[src/rtl/rs_issue_scheduler.sv]
// rs_issue_scheduler: per-FU round-robin pick of ready RS entries into issue slots.
// Optional macro RS_ISSUE_STATS_EN adds per-FU issue/stall counters.
module rs_issue_scheduler #(
   parameter int NUM_RS    = 5,
   parameter int NUM_FU    = 3,
   parameter int ROB_TAG_W = 5,
   parameter int IDX_W     = $clog2(NUM_RS)
) (
   input  logic                          clock,
   input  logic                          reset,
   input  logic [NUM_RS-1:0]             rs_ready,
   input  logic [NUM_RS*2-1:0]           rs_fu_type,
   input  logic [NUM_RS*ROB_TAG_W-1:0]   rs_rob_tag,
   input  logic [NUM_FU-1:0]             fu_ready,
   input  logic                          flush,
   output logic [NUM_RS-1:0]             rs_grant,
   output logic [NUM_FU-1:0]             issue_valid,
   output logic [NUM_FU*IDX_W-1:0]       issue_rs_idx,
   output logic [NUM_FU*ROB_TAG_W-1:0]   issue_rob_tag
`ifdef RS_ISSUE_STATS_EN
   ,
   output logic [NUM_FU*16-1:0]          issue_count,
   output logic [NUM_FU*16-1:0]          stall_count
`endif
);

   typedef enum logic {S_EMPTY = 1'b0, S_HELD = 1'b1} slot_state_t;

   logic [NUM_RS-1:0]              r_grant_mask;
   logic [NUM_FU-1:0][NUM_RS-1:0]  w_grant_oh;

   genvar gi;
   generate
      for (gi = 0; gi < NUM_FU; gi++) begin : g_fu
         slot_state_t            r_state;
         logic [IDX_W-1:0]       r_rr_ptr;
         logic [IDX_W-1:0]       r_idx;
         logic [ROB_TAG_W-1:0]   r_tag;
         logic [NUM_RS-1:0]      w_cand;
         logic [IDX_W:0]         w_pos;
         logic [IDX_W-1:0]       w_sel;
         logic [ROB_TAG_W-1:0]   w_tag_sel;
         logic                   w_found;
         logic                   w_accept;
         logic                   w_grant;

         always_comb begin
            w_cand = '0;
            for (int i = 0; i < NUM_RS; i++)
               w_cand[i] = rs_ready[i] && (rs_fu_type[2*i +: 2] == 2'(gi)) && !r_grant_mask[i];
         end

         // Walk upward from the pointer with wrap; first candidate wins.
         always_comb begin
            w_found = 1'b0;
            w_sel   = '0;
            w_pos   = '0;
            for (int k = 0; k < NUM_RS; k++) begin
               w_pos = {1'b0, r_rr_ptr} + (IDX_W+1)'(k);
               if (w_pos >= (IDX_W+1)'(NUM_RS))
                  w_pos = w_pos - (IDX_W+1)'(NUM_RS);
               if (!w_found && w_cand[w_pos[IDX_W-1:0]]) begin
                  w_found = 1'b1;
                  w_sel   = w_pos[IDX_W-1:0];
               end
            end
         end

         always_comb begin
            w_tag_sel = '0;
            for (int i = 0; i < NUM_RS; i++)
               if (w_sel == IDX_W'(i))
                  w_tag_sel = rs_rob_tag[i*ROB_TAG_W +: ROB_TAG_W];
         end

         assign w_accept       = (r_state == S_EMPTY) || fu_ready[gi];
         assign w_grant        = w_found && w_accept && !flush && reset;
         assign w_grant_oh[gi] = w_grant ? (NUM_RS'(1) << w_sel) : '0;

         always_ff @(posedge clock or negedge reset) begin
            if (!reset) begin
               r_state  <= S_EMPTY;
               r_idx    <= '0;
               r_tag    <= '0;
               r_rr_ptr <= '0;
            end else if (flush) begin
               r_state  <= S_EMPTY;
               r_rr_ptr <= '0;
            end else begin
               case (r_state)
                  S_EMPTY: begin
                     if (w_grant) begin
                        r_state <= S_HELD;
                        r_idx   <= w_sel;
                        r_tag   <= w_tag_sel;
                     end
                  end
                  S_HELD: begin
                     if (fu_ready[gi]) begin
                        if (w_grant) begin
                           r_idx <= w_sel;
                           r_tag <= w_tag_sel;
                        end else begin
                           r_state <= S_EMPTY;
                        end
                     end
                  end
               endcase
               if (w_grant)
                  r_rr_ptr <= (w_sel == IDX_W'(NUM_RS-1)) ? '0 : w_sel + 1'b1;
            end
         end

         assign issue_valid[gi]                          = (r_state == S_HELD);
         assign issue_rs_idx[gi*IDX_W +: IDX_W]          = r_idx;
         assign issue_rob_tag[gi*ROB_TAG_W +: ROB_TAG_W] = r_tag;

`ifdef RS_ISSUE_STATS_EN
         logic [15:0] r_issue_cnt;
         logic [15:0] r_stall_cnt;

         always_ff @(posedge clock or negedge reset) begin
            if (!reset) begin
               r_issue_cnt <= '0;
               r_stall_cnt <= '0;
            end else begin
               if (issue_valid[gi] && fu_ready[gi] && (r_issue_cnt != 16'hFFFF))
                  r_issue_cnt <= r_issue_cnt + 16'd1;
               if (issue_valid[gi] && !fu_ready[gi] && (r_stall_cnt != 16'hFFFF))
                  r_stall_cnt <= r_stall_cnt + 16'd1;
            end
         end

         assign issue_count[gi*16 +: 16] = r_issue_cnt;
         assign stall_count[gi*16 +: 16] = r_stall_cnt;
`endif
      end
   endgenerate

   always_comb begin
      rs_grant = '0;
      for (int f = 0; f < NUM_FU; f++)
         rs_grant = rs_grant | w_grant_oh[f];
   end

   // The RS drops rs_ready one cycle late, so last cycle's grants are masked.
   always_ff @(posedge clock or negedge reset) begin
      if (!reset)
         r_grant_mask <= '0;
      else if (flush)
         r_grant_mask <= '0;
      else
         r_grant_mask <= rs_grant;
   end

endmodule

[config.mk]
export PLATFORM = sky130hd
export DESIGN_NAME = rs_issue_scheduler
export DESIGN_NICKNAME = d
export VERILOG_FILES = /design/src/rtl/rs_issue_scheduler.sv
export SDC_FILE = /design/constraint.sdc
export NUM_CORES = 1
export LEC_CHECK = 0
export BUFFER_PORTS_ARGS = -buffer_cell sky130_fd_sc_hd__buf_2
export CORE_MARGIN = 1.5
export CORE_UTILIZATION = 30
export DETAILED_ROUTE_END_ITERATION = 10
export PLACE_DENSITY = 0.59
export SYNTH_ARGS = -nofsm -noshare
export SYNTH_HDL_FRONTEND = slang
export SYNTH_SLANG_ARGS = --single-unit
[constraint.sdc]
create_clock -name clock -period 11.8 [get_ports clock]
set_input_delay 2.36 -clock clock [delete_from_list [all_inputs] [get_ports clock]]
set_output_delay 2.36 -clock clock [all_outputs]
set_load 0.02 [all_outputs]
Yosys cells after proc, flatten, opt, wreduce, memory -nomap -nowiden
Cells that the tools add are included.
Widths: inputs -> output; s select.

operators by class
  bitwise gates (word level) = 6
  magnitude comparators = 30
  muxes and demuxes = 133
  add/sub/neg operators = 30
  equal/unequal tests = 25
  shift-type cells = 3
  reduce and logical (&&, ||, !) cells = 86

operators with widths
  kind                 number
  $mux 3               45
  $mux 5               25
  $lt 3x4->1 const B   15
  $logic_and 1x1->1    51
  $ge 4x3->1 const B   12
  $bmux 1 s3           15
  $sub 3x3->3 const B  15
  $mux 1               39
  $pmux 5 s2           3
  $add 3x2->4 const B  6
  $eq 3x2->1 const B   6
  $logic_not 1->1      18
  $pmux 3 s2           3
  $shl 1x3->5 const A  3
  $add 3x1->4 const B  3
  $add 3x3->4 const B  3
  $eq 2x1->1 const B   5
  $eq 2x2->1 const B   5
  $logic_not 2->1      5
  $or 5x5->5           2
  $add 3x1->3 const B  3
  $eq 3x1->1 const B   3
  $eq 3x3->1 const B   3
  $ge 3x3->1 const B   3
  7 further kinds      22

word-level totals
  output and inout bits = 32
  bits in registers = 41

Logic depth before layout (Yosys ltp)
  word-level depth = 27
  gate-level depth with buffers = 23

Worst setup path after synthesis
No wires, ideal clock.

  kind = input -> output
  start point = input port rs_fu_type[6]
  end point = output port rs_grant[3]
  required time = 9440 ps
  path buffers = 1
  slack = 3778 ps
  arrival time = 5662 ps
  stages = 13
  cell sequence = and4bb_4 a22o_1 o311a_1 a221o_1 or3b_4 or2_0 clkbuf_1 nor4b_1 o31a_2 ha_1 ha_1 inv_1 o21ai_0

on the way
  longest elaborated chain between the ends = 24
  elaborated cells between the ends (all ways) = 110
  those cells by class = eq/ne (2); shift (3); mux (63); bitwise (2); reduce/logical (40)

RTL lines
  item                                                  RTL line  source
  from (decl)                                           12        input logic [NUM_RS*2-1:0] rs_fu_type,
  $eq 2x1->1 / $logic_not 2->1 (equally long branches)  50        w_cand[i] = rs_ready[i] && (rs_fu_type[2*i +: 2] == 2'(gi)) && !r_grant_mask[i];
  $logic_and 1x1->1 (2 in a row)                        50
  $bmux 1 s3                                            62        if (!w_found && w_cand[w_pos[IDX_W-1:0]]) begin
  $mux 1 (not written as such)                          62
  $mux 1                                                62
  $logic_not 1->1                                       62
  $logic_and 1x1->1                                     62
  $mux 1                                                62
  (+5 left out)                                         --
  $mux 1                                                62
  $logic_not 1->1                                       62
  $logic_and 1x1->1                                     62
  $mux 1                                                62
  $logic_and 1x1->1 (3 in a row)                        77        assign w_grant = w_found && w_accept && !flush && reset;
  $mux 5                                                78        assign w_grant_oh[gi] = w_grant ? (NUM_RS'(1) << w_sel) : '0;
  $or 5x5->5                                            143       rs_grant = rs_grant | w_grant_oh[f];
  $or 5x5->5 *                                          143
  to (decl)                                             16        output logic [NUM_RS-1:0] rs_grant,

Every way passes the cells marked *; elsewhere a longest branch is shown, timed or not. The select of a mux whose other input is x is not followed.

Final worst setup path
  start point = input port rs_fu_type[2]
  end point = output port rs_grant[4]

on the way
  elaborated cells between the ends (all ways) = 110
  those cells by class = eq/ne (2); shift (3); mux (63); bitwise (2); reduce/logical (40)

RTL lines
  item                              RTL line  source
  $eq 2x1->1 *                      50
  $logic_and 1x1->1 * (2 in a row)  50
  $bmux 1 s3                        62
  $mux 1 (not written as such)      62
  $mux 1                            62
  $logic_not 1->1                   62
  $logic_and 1x1->1                 62
  $mux 1                            62
  (+5 left out)                     --
  $mux 1                            62
  $logic_not 1->1                   62
  $logic_and 1x1->1                 62
  $mux 3 *                          62
  named net g_fu[1].w_sel[0]        41        logic [IDX_W-1:0] w_sel;
  $shl 1x3->5 *                     78
  $mux 5 *                          78
  $or 5x5->5 * (2 in a row)         143

Mark *: on every way through the listed nets, which the timed path passes. The rest lies on a longest branch. The select of a mux whose other input is x is not followed.

==> flow_summary.ini <==
[timing]
max_freq_mhz = 115
tns_ns = 0
rsz0062_at_grt = false
worst_pin_slew_ns = 1.10
layout_min_cycle_time_ns = 8.71
setup_ws_ns = 3.09
fin_crit_sh_pct = 73.8
hold_viol_final = 0
skew_ns = 0.00878
slew-limit-headroom_pct = 25.9
setup_viol = 0
holdWs_ns = 0.486
maxSlewViolCount = 0

[detailed_routing]
routed_wl_mm = 17.1
route.vias.total = 5465
postRouteAntennaNets = 0
viasPerCell = 5.84
drc_errors = 0
drtIter0Drc = 554
drt_pass1_iterations = 5
wl_per_cell_um = 18.2

[finish]
area_delta_synth_final_pct = 13.1
fillers = 1839
nets = 797
area.sequential_um2 = 1030
mostFrequentLayoutCells = buf_2 (77), nand2_1 (54), o21ai_0 (41), dfrtp_1 (41), nor2_1 (40)
drive_above_1_share_pct = 18.7
diodes = 0
mostFrequentLayoutCell = buf_2
multi_input_area_um2 = 4040

[synthesis]
async_reset_ff_share_pct = 100
ys.flop_type = dfrtp_1
syn_area_per_cell_um2 = 8.22
synth_seq_cells = 41
synth-seq-area-share_pct = 19.1
ys_warn_count = 0
syn_inst = 654
synth-edff-count = 0
synthDistinctLibCells = 88
syn_area_um2 = 5370
synthesis.nets = 741

[worst_setup_path]
end_kind = output pin
cp-start-kind = primary input
critPathMaxFanout = 8
arrival_ns = 6.35
critPathRequiredTime_ns = 9.44
path_class = in2out

[grt]
antenna_found_initial = 0
grt_max_degree = 46
grt_use_total_pct = 18.5
grt_pass1_vias = 5120
grt_pass1_wl_mm = 27.4
grt-ovfl-total = 0

[clock_tree]
cts_made_buffers = 5
postCtsHoldBufs = 0
clockRootBuffer = clkbuf_16
cts.sinks = 41
clk_latency_ns = 0.28
clk_pin_slew_ns = 0.05
cts_resized = 0
cts.htree.levels = 2
clockBufferDepth = 2
cts_setup_buffers = 0
cts_tree = yes

[placement]
gp_congestion = 0.989
io_buffer_count = 77
dp_hpwl_mm = 13.3
pre_cts_ws_ns = 3.17

[hold_path]
hp-class = reg2reg

[floorplanning]
dieArea_um2 = 18700
die_y_um = 137
core_um2 = 17400
start_util_pct = 30.8
die_w_um = 137
io_pins = 78
rows = 48

[run]
drv_cap = 0

[run_status]
status = complete, no violations
-- metrics by stage --
step	util, %	area [um^2]	cells
2_1_floorplan	-	5370	654
3_3_place_gp	34.0	5920	928
3_5_place_dp	34.0	5920	928
4_1_cts	34.9	6080	936
5_1_grt	34.9	6080	936
6_report	34.9	6080	936
-- layout make-up --
type / count / area share [%]
clock inverter: 1 / 0.0824
multi-input combinational: 541 / 66.6
inverter: 41 / 2.62
tap: 225 / 4.63
clock buffer: 7 / 2.51
timing repair buffer: 80 / 6.71
sequential: 41 / 16.9
-- cell usage after synthesis (12+ instances only) --
cell type	number	area share [%]
a21oi_1	27	2.5
a22oi_1	19	2.7
clkbuf_1	22	1.5
dfrtp_1	41	19
ha_1	38	8.8
inv_1	39	2.7
mux2i_1	21	3.9
nand2_1	54	3.8
nand2b_1	12	1.4
nand3_1	23	2.1
nor2_1	40	2.8
nor3_1	15	1.4
o21ai_0	41	3.8
o22ai_1	14	1.6
xnor2_1	15	2.4
-- path summary, 6_finish.rpt --
path	startpoint	end	slack [ns]	depth (start not counted)
min reg2reg	g_fu[0].r_idx[2]	g_fu[0].r_idx[2]	0.49	2
max reg2reg	g_fu[2].r_rr_ptr[0]	g_fu[2].r_tag[4]	5.93	19
min	g_fu[0].r_idx[2]	g_fu[0].r_idx[2]	0.49	2
max	rs_fu_type[2]	rs_grant[4]	3.09	15
min in group asynchronous	reset	g_fu[2].r_tag[4]	2.15	2
max in group asynchronous	reset	r_grant_mask[3]	9.26	2
-- kinds of logic (layout without fill, tap and decap cells) --
family / count (synthesis) / after routing / synth area share (%)
muxes: 35 / 35 / 8.52
adders and majority gates: 41 / 41 / 9.97
and+or+nand+nor: 245 / 245 / 26.5
AOI/OAI and AO/OA: 205 / 205 / 27.8
xor gates and xnor gates: 15 / 15 / 2.45
DFF: 41 / 41 / 19.1
buffers and inverters: 72 / 129 / 5.64
-- state kept, by name (all words and copies together), names as in the netlist --
register / flops
g_fu.r_idx: 9
r_grant_mask: 5
g_fu.r_rr_ptr: 9
g_fu.r_tag: 15
g_fu.r_state: 3
-- critical path: stages --
cell	delay (ns)
buf_2	0.10
nor4bb_1	0.87
or3b_2	0.50
a21o_1	0.18
a21oi_1	0.22
nor2_1	0.12
nor3_1	0.16
a21oi_1	0.05
o21ai_0	0.50
inv_1	0.14
ha_1	0.24
inv_1	0.19
nor2_1	0.14
a221o_1	0.39
buf_2	0.17
-- per-layer routing --
metal / share of wire [%] / track usage [%] / routed length (um) / up-vias
met5: 0 / 0 / 0 / -
met2: 43 / 28.3 / 7390 / 242
met4: 1.7 / 4.33 / 293 / 0
li1: - / - / - / 2613
met1: 48 / 27.9 / 8120 / 2585
met3: 7.4 / 1.89 / 1260 / 25
Power is left out: the tool's default activity adds up to more than one toggle a clock period on the data nets, which glitch-free logic cannot reach.
